`config.mk`:
```
export PLATFORM = sky130hd
export DESIGN_NAME = sram_arbiter
export DESIGN_NICKNAME = d
export VERILOG_FILES = /design/src/rtl/sram_arbiter.sv
export SDC_FILE = /design/constraint.sdc
export NUM_CORES = 1
export LEC_CHECK = 0
export ABC_AREA = 0
export CAP_MARGIN = 15
export CORE_ASPECT_RATIO = 1.5
export CORE_UTILIZATION = 40
export DETAILED_ROUTE_END_ITERATION = 10
export GPL_TIMING_DRIVEN = 0
export PLACE_DENSITY_LB_ADDON = 0.2
export SLEW_MARGIN = 20
export SYNTH_ARGS = -nofsm -noshare
export SYNTH_HDL_FRONTEND = slang
export SYNTH_SLANG_ARGS = --single-unit
```
`constraint.sdc`:
```
create_clock -name i_clk -period 2.3 [get_ports i_clk]
set_input_delay 0.46 -clock i_clk [delete_from_list [all_inputs] [get_ports i_clk]]
set_output_delay 0.46 -clock i_clk [all_outputs]
set_load 0.01 [all_outputs]
```
`src/rtl/sram_arbiter.sv`:
```
// sram_arbiter: sequences every access to the shared 16-bit asynchronous SRAM
// and arbitrates among the loader (before init) and the PPU/CPU (after init).
// Each access runs IDLE -> SETUP -> STROBE (ACCESS_CYCLES) -> HOLD, so address,
// data and lanes settle one cycle before a strobe falls and stay one cycle
// after it rises. All outputs come straight from registers.
module sram_arbiter #(
  parameter int unsigned ACCESS_CYCLES = 2  // strobe width in cycles, 1..15
) (
  input  logic        i_clk,
  input  logic        i_rst,
  input  logic        i_init_done,
  input  logic        i_ld_req,
  input  logic        i_ld_we,
  input  logic [20:0] i_ld_addr,
  input  logic [7:0]  i_ld_wdata,
  output logic        o_ld_ack,
  output logic [7:0]  o_ld_rdata,
  input  logic        i_ppu_req,
  input  logic [20:0] i_ppu_addr,
  output logic        o_ppu_ack,
  output logic [7:0]  o_ppu_rdata,
  input  logic        i_cpu_req,
  input  logic        i_cpu_we,
  input  logic [20:0] i_cpu_addr,
  input  logic [7:0]  i_cpu_wdata,
  output logic        o_cpu_ack,
  output logic [7:0]  o_cpu_rdata,
  output logic [19:0] o_sram_addr,
  output logic [15:0] o_sram_wdata,
  input  logic [15:0] i_sram_rdata,
  output logic        o_sram_oe_n,
  output logic        o_sram_we_n,
  output logic        o_sram_ub_n,
  output logic        o_sram_lb_n
);

  typedef enum logic [1:0] {ST_IDLE, ST_SETUP, ST_STROBE, ST_HOLD} state_t;
  typedef enum logic [1:0] {PORT_NONE, PORT_LD, PORT_PPU, PORT_CPU} port_t;

  localparam logic [3:0] LAST_CNT = 4'(ACCESS_CYCLES - 1);

  state_t      r_state, w_state;
  port_t       r_port, w_port;
  logic        r_we, w_we;
  logic        r_hi, w_hi;          // byte lane of the access: 1 = upper
  logic [3:0]  r_cnt, w_cnt;
  logic        r_last_ppu, w_last_ppu;
  logic [19:0] r_sram_addr, w_sram_addr;
  logic [15:0] r_sram_wdata, w_sram_wdata;
  logic        r_oe_n, w_oe_n, r_we_n, w_we_n, r_ub_n, w_ub_n, r_lb_n, w_lb_n;
  logic        r_ld_ack, w_ld_ack, r_ppu_ack, w_ppu_ack, r_cpu_ack, w_cpu_ack;
  logic [7:0]  r_ld_rdata, w_ld_rdata, r_ppu_rdata, w_ppu_rdata;
  logic [7:0]  r_cpu_rdata, w_cpu_rdata;
  logic [7:0]  w_rd_byte;
  logic        w_grant_ld, w_grant_ppu, w_grant_cpu;

  // Arbitration: init_done splits loader from PPU/CPU; PPU wins unless it had the last grant.
  always_comb begin
    w_grant_ld  = 1'b0;
    w_grant_ppu = 1'b0;
    w_grant_cpu = 1'b0;
    if (!i_init_done) begin
      w_grant_ld = i_ld_req;
    end else if (i_ppu_req && !(r_last_ppu && i_cpu_req)) begin
      w_grant_ppu = 1'b1;
    end else begin
      w_grant_cpu = i_cpu_req;
    end
  end

  assign w_rd_byte = r_hi ? i_sram_rdata[15:8] : i_sram_rdata[7:0];

  // Next-state and next-output logic for the access sequencer.
  always_comb begin
    w_state      = r_state;
    w_port       = r_port;
    w_we         = r_we;
    w_hi         = r_hi;
    w_cnt        = r_cnt;
    w_last_ppu   = r_last_ppu;
    w_sram_addr  = r_sram_addr;
    w_sram_wdata = r_sram_wdata;
    w_oe_n       = 1'b1;
    w_we_n       = 1'b1;
    w_ub_n       = r_ub_n;
    w_lb_n       = r_lb_n;
    w_ld_ack     = 1'b0;
    w_ppu_ack    = 1'b0;
    w_cpu_ack    = 1'b0;
    w_ld_rdata   = r_ld_rdata;
    w_ppu_rdata  = r_ppu_rdata;
    w_cpu_rdata  = r_cpu_rdata;
    case (r_state)
      ST_IDLE: begin
        w_ub_n = 1'b1;
        w_lb_n = 1'b1;
        if (w_grant_ld) begin
          w_state      = ST_SETUP;
          w_port       = PORT_LD;
          w_we         = i_ld_we;
          w_hi         = i_ld_addr[0];
          w_sram_addr  = i_ld_addr[20:1];
          w_sram_wdata = {i_ld_wdata, i_ld_wdata};
          w_ub_n       = ~i_ld_addr[0];
          w_lb_n       = i_ld_addr[0];
        end else if (w_grant_ppu) begin
          w_state      = ST_SETUP;
          w_port       = PORT_PPU;
          w_we         = 1'b0;            // PPU port is read-only
          w_hi         = i_ppu_addr[0];
          w_sram_addr  = i_ppu_addr[20:1];
          w_ub_n       = ~i_ppu_addr[0];
          w_lb_n       = i_ppu_addr[0];
          w_last_ppu   = 1'b1;
        end else if (w_grant_cpu) begin
          w_state      = ST_SETUP;
          w_port       = PORT_CPU;
          w_we         = i_cpu_we;
          w_hi         = i_cpu_addr[0];
          w_sram_addr  = i_cpu_addr[20:1];
          w_sram_wdata = {i_cpu_wdata, i_cpu_wdata};
          w_ub_n       = ~i_cpu_addr[0];
          w_lb_n       = i_cpu_addr[0];
          w_last_ppu   = 1'b0;
        end else begin
          w_state = ST_IDLE;
        end
      end
      ST_SETUP: begin
        w_state = ST_STROBE;
        w_cnt   = 4'd0;
        w_oe_n  = r_we;
        w_we_n  = ~r_we;
      end
      ST_STROBE: begin
        if (r_cnt == LAST_CNT) begin
          w_state = ST_HOLD;
          case (r_port)
            PORT_LD: begin
              w_ld_ack = 1'b1;
              if (!r_we) begin
                w_ld_rdata = w_rd_byte;
              end else begin
                w_ld_rdata = r_ld_rdata;
              end
            end
            PORT_PPU: begin
              w_ppu_ack   = 1'b1;
              w_ppu_rdata = w_rd_byte;
            end
            PORT_CPU: begin
              w_cpu_ack = 1'b1;
              if (!r_we) begin
                w_cpu_rdata = w_rd_byte;
              end else begin
                w_cpu_rdata = r_cpu_rdata;
              end
            end
            default: begin
              w_state = ST_HOLD;
            end
          endcase
        end else begin
          w_cnt  = r_cnt + 4'd1;
          w_oe_n = r_oe_n;
          w_we_n = r_we_n;
        end
      end
      ST_HOLD: begin
        w_state = ST_IDLE;
        w_port  = PORT_NONE;
        w_ub_n  = 1'b1;
        w_lb_n  = 1'b1;
      end
      default: begin
        w_state = ST_IDLE;
        w_ub_n  = 1'b1;
        w_lb_n  = 1'b1;
      end
    endcase
  end

  // State and output registers; a reset abandons any in-flight access without an ack.
  always_ff @(posedge i_clk) begin
    if (i_rst) begin
      r_state      <= ST_IDLE;
      r_port       <= PORT_NONE;
      r_we         <= 1'b0;
      r_hi         <= 1'b0;
      r_cnt        <= 4'd0;
      r_last_ppu   <= 1'b0;
      r_sram_addr  <= 20'd0;
      r_sram_wdata <= 16'd0;
      r_oe_n       <= 1'b1;
      r_we_n       <= 1'b1;
      r_ub_n       <= 1'b1;
      r_lb_n       <= 1'b1;
      r_ld_ack     <= 1'b0;
      r_ppu_ack    <= 1'b0;
      r_cpu_ack    <= 1'b0;
      r_ld_rdata   <= 8'd0;
      r_ppu_rdata  <= 8'd0;
      r_cpu_rdata  <= 8'd0;
    end else begin
      r_state      <= w_state;
      r_port       <= w_port;
      r_we         <= w_we;
      r_hi         <= w_hi;
      r_cnt        <= w_cnt;
      r_last_ppu   <= w_last_ppu;
      r_sram_addr  <= w_sram_addr;
      r_sram_wdata <= w_sram_wdata;
      r_oe_n       <= w_oe_n;
      r_we_n       <= w_we_n;
      r_ub_n       <= w_ub_n;
      r_lb_n       <= w_lb_n;
      r_ld_ack     <= w_ld_ack;
      r_ppu_ack    <= w_ppu_ack;
      r_cpu_ack    <= w_cpu_ack;
      r_ld_rdata   <= w_ld_rdata;
      r_ppu_rdata  <= w_ppu_rdata;
      r_cpu_rdata  <= w_cpu_rdata;
    end
  end

  assign o_ld_ack     = r_ld_ack;
  assign o_ld_rdata   = r_ld_rdata;
  assign o_ppu_ack    = r_ppu_ack;
  assign o_ppu_rdata  = r_ppu_rdata;
  assign o_cpu_ack    = r_cpu_ack;
  assign o_cpu_rdata  = r_cpu_rdata;
  assign o_sram_addr  = r_sram_addr;
  assign o_sram_wdata = r_sram_wdata;
  assign o_sram_oe_n  = r_oe_n;
  assign o_sram_we_n  = r_we_n;
  assign o_sram_ub_n  = r_ub_n;
  assign o_sram_lb_n  = r_lb_n;

endmodule

```
==> flow_results.xml, run 1 <==
<?xml version="1.0" encoding="UTF-8"?>
<metrics>
  <group name="synth">
    <metric name="synth-main-ff-cell" unit="">dfxtp_1</metric>
    <metric name="synthTopCellsByArea" unit="">dfxtp_1 42%, a211oi_1 10%, nor2_1 6.4%, o32ai_1 5.5%, and3_1 4.1%</metric>
    <metric name="yosys.cell_count.top_type" unit="">dfxtp_1</metric>
    <metric name="synth_edf_count" unit="">0</metric>
    <metric name="synth_largest_area_cell" unit="">dfxtp_1</metric>
    <metric name="async_flop_share" unit="%">0</metric>
    <metric name="ys_types" unit="">40</metric>
    <metric name="synth_area_per_cell" unit="sq um">8.54</metric>
    <metric name="synthesis.yosys.warnings" unit="">0</metric>
    <metric name="synth.top_cells.by_count" unit="">70 x dfxtp_1, 57 x nor2_1, 46 x a211oi_1, 28 x inv_1, 26 x clkbuf_1</metric>
    <metric name="ys_seq_elements" unit="">70</metric>
    <metric name="synthCells" unit="">391</metric>
    <metric name="post-synth-top-area-fraction" unit="%">42.0</metric>
    <metric name="synth_fp_nets" unit="">500</metric>
    <metric name="synth.yosys.seq_area_share" unit="%">42.0</metric>
    <metric name="mappedNetlistArea" unit="sq mm">0.00334</metric>
  </group>
  <group name="setup_path">
    <metric name="end_kind" unit="">flip-flop</metric>
    <metric name="critical_path.reg2reg.startpoint" unit="">r_state[0]</metric>
    <metric name="critical_path.top_delay_family" unit="">buffers and inverters</metric>
    <metric name="worst-r2r-cell-count" unit="">8</metric>
    <metric name="timing_worst_setup_path_type" unit="">reg -&gt; reg</metric>
    <metric name="worstPathCellList" unit="">inv_1 -&gt; ha_1 -&gt; clkbuf_1 -&gt; nand4b_1 -&gt; nor3_4 -&gt; buf_2 -&gt; nor2_1 -&gt; a211oi_1</metric>
    <metric name="worstPathRequired" unit="ns">2.54</metric>
    <metric name="cpMaxStageDelayCell" unit="">dfxtp_1</metric>
    <metric name="worstPathMaxFanout" unit="">10</metric>
    <metric name="critical_path_arrival" unit="ns">2.32</metric>
    <metric name="setup_slack_reg_to_reg" unit="ns">0.22</metric>
    <metric name="timing.rr.end" unit="">o_ppu_rdata[6]</metric>
    <metric name="startpoint_class_of_the_critical_path" unit="">flip-flop</metric>
    <metric name="cp.buffers_inverters" unit="">3</metric>
    <metric name="slowest_delay" unit="ns">0.34</metric>
  </group>
  <group name="global_routing">
    <metric name="grt-ovfl-total" unit="">0</metric>
    <metric name="wire_length_of_the_first_global_routing_pass" unit="microns">17200</metric>
    <metric name="first_global_vias" unit="">3728</metric>
    <metric name="grt_antenna_before_repair" unit="">0</metric>
    <metric name="grt_max_degree" unit="">13</metric>
    <metric name="track_usage" unit="%">25.2</metric>
  </group>
  <group name="floorplan">
    <metric name="rows" unit="">40</metric>
    <metric name="io-pin-count" unit="">170</metric>
    <metric name="initial_cell_density_of_the_core" unit="%">41.4</metric>
    <metric name="die_w" unit="microns">76.6</metric>
    <metric name="fp.coreArea" unit="sq mm">0.00806</metric>
    <metric name="die_height" unit="microns">114</metric>
    <metric name="die-area" unit="sq mm">0.00873</metric>
  </group>
  <group name="pwr">
    <metric name="irDropWorstVdd" unit="mV">0.508</metric>
    <metric name="totalPowerFinal" unit="W">0.00455</metric>
    <metric name="power_per_standard_cell_area" unit="mW/mm^2">830</metric>
    <metric name="p_leak" unit="nW">2.06</metric>
  </group>
  <group name="timing">
    <metric name="setup-violations-final" unit="">0</metric>
    <metric name="unrepaired_setup_endpoints_after_global_routing" unit="">no</metric>
    <metric name="max_slew_violations" unit="">0</metric>
    <metric name="fin_crit_share" unit="%">90.3</metric>
    <metric name="slew_headroom" unit="%">52.5</metric>
    <metric name="tns" unit="ns">0</metric>
    <metric name="clock_skew" unit="ns">0.00586</metric>
    <metric name="achievable_clock_frequency" unit="MHz">481</metric>
    <metric name="worst_slew_pin_slew" unit="ns">0.709</metric>
    <metric name="report.final.hold_viol_count" unit="">0</metric>
    <metric name="time_the_worst_path_needs_with_i_o_delays_and_setup" unit="ns">2.08</metric>
  </group>
  <group name="route">
    <metric name="drcViolationCount" unit="">0</metric>
    <metric name="drt-total-wl" unit="microns">10700</metric>
    <metric name="first_pass_iters" unit="">5</metric>
    <metric name="num_vias" unit="">3578</metric>
    <metric name="drtAntennaViolNets" unit="">0</metric>
    <metric name="viasPerCell" unit="">5.25</metric>
    <metric name="avgRoutedWirePerCell" unit="microns">15.7</metric>
    <metric name="drt-initial-drc-count" unit="">203</metric>
  </group>
  <group name="outcome">
    <metric name="run_status" unit="">finished clean</metric>
  </group>
  <group name="cells_and_area">
    <metric name="area_delta_synth_final" unit="%">64.0</metric>
    <metric name="filler_cell_count" unit="">701</metric>
    <metric name="antennaDiodeCount" unit="">0</metric>
    <metric name="num-nets-final" unit="">680</metric>
    <metric name="design_area" unit="sq mm">0.00548</metric>
    <metric name="utilization" unit="%">68.0</metric>
    <metric name="final-seq-area" unit="sq mm">0.00140</metric>
    <metric name="multiInputGateArea" unit="sq mm">0.00165</metric>
    <metric name="layout-drive-gt1-share" unit="%">6.94</metric>
  </group>
  <group name="cts">
    <metric name="holdBufCountCts" unit="">0</metric>
    <metric name="clock_path_buffers" unit="">2</metric>
    <metric name="cts-buffers-inserted" unit="">9</metric>
    <metric name="clockRootBuffer" unit="">clkbuf_16</metric>
    <metric name="post_cts_buffers" unit="">0</metric>
    <metric name="tritoncts_clock_tree" unit="">built</metric>
    <metric name="cts.sink_count" unit="">70</metric>
    <metric name="clock_tree.htree_level_count" unit="">3</metric>
    <metric name="clk_pin_slew" unit="ns">0.06</metric>
    <metric name="clk_latency" unit="ns">0.33</metric>
  </group>
  <group name="min_path">
    <metric name="timing.hold.worst_path_depth" unit="">2</metric>
    <metric name="whs_endpoint" unit="">o_sram_addr[16]</metric>
    <metric name="hold_class" unit="">reg -&gt; reg</metric>
    <metric name="min_from" unit="">o_sram_addr[16]</metric>
  </group>
  <group name="placed_design">
    <metric name="dp_wirelength" unit="microns">8390</metric>
    <metric name="place.gp.congestion" unit="">0.777</metric>
    <metric name="port_buffers" unit="">169</metric>
    <metric name="placed_area" unit="sq mm">0.00516</metric>
  </group>
  <group name="run">
    <metric name="max_cap_viols" unit="">0</metric>
  </group>
</metrics>
==> metrics by stage <==
step | setup WS [ns] | instances | hold WS (ns)
floorplan | 0.578 | 391 | 0.456
global placement | -0.185 | 665 | 0.440
detailed placement | -0.215 | 665 | 0.449
CTS | 0.116 | 681 | 0.459
global route | 0.00681 | 681 | 0.469
finish | 0.223 | 681 | 0.455
==> timing repair <==
| item | in CTS | in global routing |
|---|---|---|
| setup endpoints to repair | 0 | 11 |
| resized for setup | 0 | 3 |
| hold endpoints to repair | 0 | 0 |
==> report_power, final <==
group          internal (W)  switching, W  total, W
combinational      0.000849      0.000746   0.00159
sequential          0.00142      0.000146   0.00157
clock              0.000864      0.000522   0.00139
total               0.00313       0.00141   0.00455
==> worst min-delay path, delay by kind of cell, from the launching register on <==
family	cells	cell delay (ns)
DFF	1	0.30
buffers and inverters	1	0.05
AOI/OAI and AO/OA	1	0.05
==> cell type report <==
| type | instances | share of cell area [%] |
|---|---|---|
| plain buffers | 39 | 3.56 |
| clock buffers | 10 | 4.36 |
| clock inverters | 6 | 1.12 |
| inverters | 28 | 1.92 |
| multi-input cells | 254 | 30.2 |
| flip-flops and latches | 70 | 25.6 |
| well taps | 105 | 2.40 |
| repair buffers | 169 | 30.9 |
==> layout by cell type (no fill, tap or decap), types with 8 or more instances in the layout <==
master / synthesis / routed
a21oi_1: 15 / 15
o32ai_1: 21 / 21
a311oi_1: 9 / 9
clkbuf_16: 0 / 9
a211oi_1: 46 / 46
dfxtp_1: 70 / 70
mux2i_1: 11 / 11
and3_1: 22 / 22
buf_4: 8 / 8
clkbuf_1: 26 / 26
inv_1: 28 / 28
nand2_1: 24 / 24
nor2_1: 57 / 57
clkdlybuf4s50_1: 0 / 169
==> state kept, by name (all words and copies together) (netlist names), 2 cells and up <==
name and flops:
o_cpu_rdata 8, o_ld_rdata 8, o_ppu_rdata 8, o_sram_addr 20, o_sram_wdata 8, r_cnt 4, r_port 2, r_state 2
==> worst max path at each step <==
stage | end | slack, ns | depth (start not counted) | from
finish | o_ppu_rdata[6] | 0.22 | 8 | r_state[0]
global route | o_sram_addr[10] | 0.007 | 6 | i_init_done
CTS | o_ppu_rdata[6] | 0.12 | 8 | r_state[0]
detailed placement | o_sram_wdata[8] | -0.21 | 6 | i_init_done
global placement | o_sram_wdata[8] | -0.19 | 6 | i_init_done
floorplan | o_ppu_rdata[5] | 0.58 | 8 | r_state[0]
==> routing by layer <==
metal	global-route usage (%)	wire (microns)	vias up	part of all wire, %
li1	-	-	1767	-
met1	23.8	3790	1643	35
met2	50.0	5950	140	56
met3	5.36	600	28	5.6
met4	13.2	358	0	3.3
met5	0	0	-	0
==> logic make-up after synthesis <==
kind of cell | count (synthesis) | synth area share [%]
and+or+nand+nor | 129 | 19.0
AOI/OAI and AO/OA | 105 | 23.5
DFF | 70 | 42.0
buffers and inverters | 67 | 8.99
muxes | 13 | 3.97
adders and majority gates | 6 | 2.25
xor gates and xnor gates | 1 | 0.262
Power figures use the tool's default switching activity.
==> run 2: changes to the inputs <==
--- a/config.mk
+++ b/config.mk
@@ -8,9 +8,11 @@
 export ABC_AREA = 0
 export CAP_MARGIN = 15
 export CORE_ASPECT_RATIO = 1.5
+export CORE_MARGIN = 8
 export CORE_UTILIZATION = 40
 export DETAILED_ROUTE_END_ITERATION = 10
 export GPL_TIMING_DRIVEN = 0
+export HOLD_SLACK_MARGIN = 0.12
 export PLACE_DENSITY_LB_ADDON = 0.2
 export SLEW_MARGIN = 20
 export SYNTH_ARGS = -nofsm -noshare
==> run 2 against run 1 <==
Sequential power hardly changed. Final area is 0.57% higher. Via count is 0.17% higher. Worst setup slack worse by 0.077 ns. Power is 3.6% higher. Hold slack better by 0.0035 ns. Global-route usage is 5.4 points lower. Non-clock buffer count stayed put. Die area is 33% higher. Core utilization is 1.3 points lower. Register-to-register slack worse by 0.08 ns. Routed wire length is 10% higher. Critical path type unchanged. Critical endpoint is now o_ppu_rdata[5].
==> flow_results.xml, run 2 (synthesis results as in run 1) <==
<?xml version="1.0" encoding="UTF-8"?>
<metrics>
  <group name="global_routing">
    <metric name="grt_antenna_before_repair" unit="">0</metric>
    <metric name="first_global_vias" unit="">3656</metric>
    <metric name="track_usage" unit="%">19.8</metric>
    <metric name="grt-ovfl-total" unit="">0</metric>
    <metric name="wire_length_of_the_first_global_routing_pass" unit="microns">18400</metric>
    <metric name="grt_max_degree" unit="">13</metric>
  </group>
  <group name="pwr">
    <metric name="p_leak" unit="nW">2.07</metric>
    <metric name="irDropWorstVdd" unit="mV">0.533</metric>
    <metric name="power_per_standard_cell_area" unit="mW/mm^2">855</metric>
  </group>
  <group name="placed_design">
    <metric name="number_of_placed_instances_taps_included" unit="">667</metric>
    <metric name="port_buffers" unit="">169</metric>
    <metric name="dp_wirelength" unit="microns">9360</metric>
    <metric name="placed_area" unit="sq mm">0.00516</metric>
    <metric name="place.gp.congestion" unit="">0.801</metric>
  </group>
  <group name="route">
    <metric name="first_pass_iters" unit="">4</metric>
    <metric name="drt-initial-drc-count" unit="">107</metric>
    <metric name="avgRoutedWirePerCell" unit="microns">17.3</metric>
    <metric name="num_vias" unit="">3584</metric>
    <metric name="viasPerCell" unit="">5.25</metric>
    <metric name="drtAntennaViolNets" unit="">0</metric>
    <metric name="drt-total-wl" unit="microns">11800</metric>
    <metric name="drcViolationCount" unit="">0</metric>
  </group>
  <group name="cells_and_area">
    <metric name="design_area" unit="sq mm">0.00551</metric>
    <metric name="layout-drive-gt1-share" unit="%">6.77</metric>
    <metric name="flip_flop_count_of_the_largest_register_all_copies_and_words_added" unit="">20</metric>
    <metric name="filler_cell_count" unit="">712</metric>
    <metric name="area_delta_synth_final" unit="%">65.0</metric>
    <metric name="num-nets-final" unit="">680</metric>
    <metric name="final-seq-area" unit="sq mm">0.00140</metric>
    <metric name="layout.cells.most_common" unit="">clkdlybuf4s50_1</metric>
    <metric name="stdcell_count" unit="">683</metric>
    <metric name="final_cell_mix" unit="">169 x clkdlybuf4s50_1, 70 x dfxtp_1, 57 x nor2_1</metric>
    <metric name="multiInputGateArea" unit="sq mm">0.00165</metric>
    <metric name="antennaDiodeCount" unit="">0</metric>
  </group>
  <group name="floorplan">
    <metric name="initial_cell_density_of_the_core" unit="%">40.4</metric>
    <metric name="fp.coreArea" unit="sq mm">0.00826</metric>
    <metric name="die-area" unit="sq mm">0.0116</metric>
    <metric name="die_height" unit="microns">128</metric>
    <metric name="rows" unit="">41</metric>
    <metric name="die_w" unit="microns">90.6</metric>
    <metric name="io-pin-count" unit="">170</metric>
  </group>
  <group name="setup_path">
    <metric name="startpoint_class_of_the_critical_path" unit="">flip-flop</metric>
    <metric name="critical_path.reg2reg.startpoint" unit="">r_state[0]</metric>
    <metric name="setup_slack_reg_to_reg" unit="ns">0.15</metric>
    <metric name="end_kind" unit="">flip-flop</metric>
    <metric name="worstPathMaxFanout" unit="">10</metric>
    <metric name="worstPathRequired" unit="ns">2.54</metric>
    <metric name="timing_worst_setup_path_type" unit="">reg -&gt; reg</metric>
    <metric name="worst-r2r-cell-count" unit="">8</metric>
    <metric name="critical_path_arrival" unit="ns">2.40</metric>
    <metric name="timing.rr.end" unit="">o_ppu_rdata[5]</metric>
  </group>
  <group name="cts">
    <metric name="clk_latency" unit="ns">0.34</metric>
    <metric name="clock_tree.htree_level_count" unit="">3</metric>
    <metric name="tritoncts_clock_tree" unit="">built</metric>
    <metric name="clk_pin_slew" unit="ns">0.05</metric>
    <metric name="cts.sink_count" unit="">70</metric>
    <metric name="clockRootBuffer" unit="">clkbuf_16</metric>
    <metric name="cts-buffers-inserted" unit="">9</metric>
    <metric name="clock_path_buffers" unit="">2</metric>
  </group>
  <group name="timing">
    <metric name="achievable_clock_frequency" unit="MHz">464</metric>
    <metric name="fin_crit_share" unit="%">93.7</metric>
    <metric name="report.final.hold_viol_count" unit="">0</metric>
    <metric name="setup-violations-final" unit="">0</metric>
    <metric name="unrepaired_setup_endpoints_after_global_routing" unit="">yes</metric>
    <metric name="slew_headroom" unit="%">45.9</metric>
    <metric name="clock_skew" unit="ns">0.00628</metric>
    <metric name="max_slew_violations" unit="">0</metric>
    <metric name="worst_slew_pin_slew" unit="ns">0.807</metric>
    <metric name="time_the_worst_path_needs_with_i_o_delays_and_setup" unit="ns">2.15</metric>
  </group>
  <group name="min_path">
    <metric name="timing.hold.worst_path_depth" unit="">2</metric>
    <metric name="min_from" unit="">o_sram_addr[4]</metric>
    <metric name="hold_class" unit="">reg -&gt; reg</metric>
    <metric name="whs_endpoint" unit="">o_sram_addr[4]</metric>
  </group>
  <group name="run">
    <metric name="max_cap_viols" unit="">0</metric>
  </group>
  <group name="outcome">
    <metric name="run_status" unit="">finished clean</metric>
  </group>
</metrics>
## run 2: changes by cell type in the layout (fill, tap and decap cells not counted)
cell / change
clkinv_2: -2
bufinv_16: +1
clkbuf_8: +1
nor3b_1: +1
nor3b_2: -1
## run 2: worst max-delay path by stage
stage / end / cells after the start / from
final: o_ppu_rdata[5] / 8 / r_state[0]
after global routing: o_ppu_rdata[5] / 8 / r_state[0]
after CTS: o_ppu_rdata[5] / 8 / r_state[0]
after detailed placement: o_sram_wdata[8] / 6 / i_init_done
after global placement: o_sram_wdata[8] / 6 / i_init_done
after floorplan: o_ppu_rdata[5] / 8 / r_state[0]
## run 2: worst max-delay path, cell delays in order (launching register included)
cell and delay, ns:
dfxtp_1 0.34, inv_1 0.10, ha_1 0.15, clkbuf_1 0.32
nand4b_1 0.24, nor3_4 0.34, buf_2 0.29, nor2_1 0.06
a211oi_1 0.21
## run 2: area by class of cell
type / instances / share of cell area (%)
plain buffers: 39 / 3.54
repair buffers: 169 / 30.7
multi-input cells: 254 / 29.9
well taps: 107 / 2.43
clock inverters: 5 / 1.48
clock buffers: 11 / 4.59
inverters: 28 / 1.91
flip-flops and latches: 70 / 25.4
## run 2: per-stage QoR
stage / hold slack (ns) / total power, W / TNS, ns / setup WS [ns] / utilization [%]
after global placement: 0.439 / 0.00316 / -1.77 / -0.197 / 62.5
after floorplan: 0.456 / 0.00241 / 0 / 0.578 / -
final: 0.458 / 0.00471 / 0 / 0.146 / 66.7
after CTS: 0.460 / 0.00474 / 0 / 0.0475 / 66.6
after global routing: 0.474 / 0.00492 / -0.0643 / -0.0575 / 66.7
after detailed placement: 0.448 / 0.00319 / -2.66 / -0.253 / 62.5
## run 2: what timing repair did
item                                    4_1_cts  5_1_grt
hold buffers                                  0        0
endpoints found under the setup margin        0       10
buffers inserted                              0        0
gates resized for setup                       0        2
## run 2: power by group
group          internal [W]  leakage [nW]  switching (W)  total, W
Sequential          0.00142         0.571       0.000144   0.00156
Combinational      0.000849          1.34       0.000763   0.00161
Clock               0.00101         0.162       0.000525   0.00153
Total               0.00328          2.07        0.00143   0.00471
## run 2: routing by layer
metal / vias to the layer above / global-route usage, % / share of wire [%]
met5: - / 0 / 0
met4: 0 / 8.96 / 2.9
met3: 23 / 8.21 / 8.4
met2: 128 / 37.3 / 53
met1: 1675 / 17.9 / 35
li1: 1758 / - / -
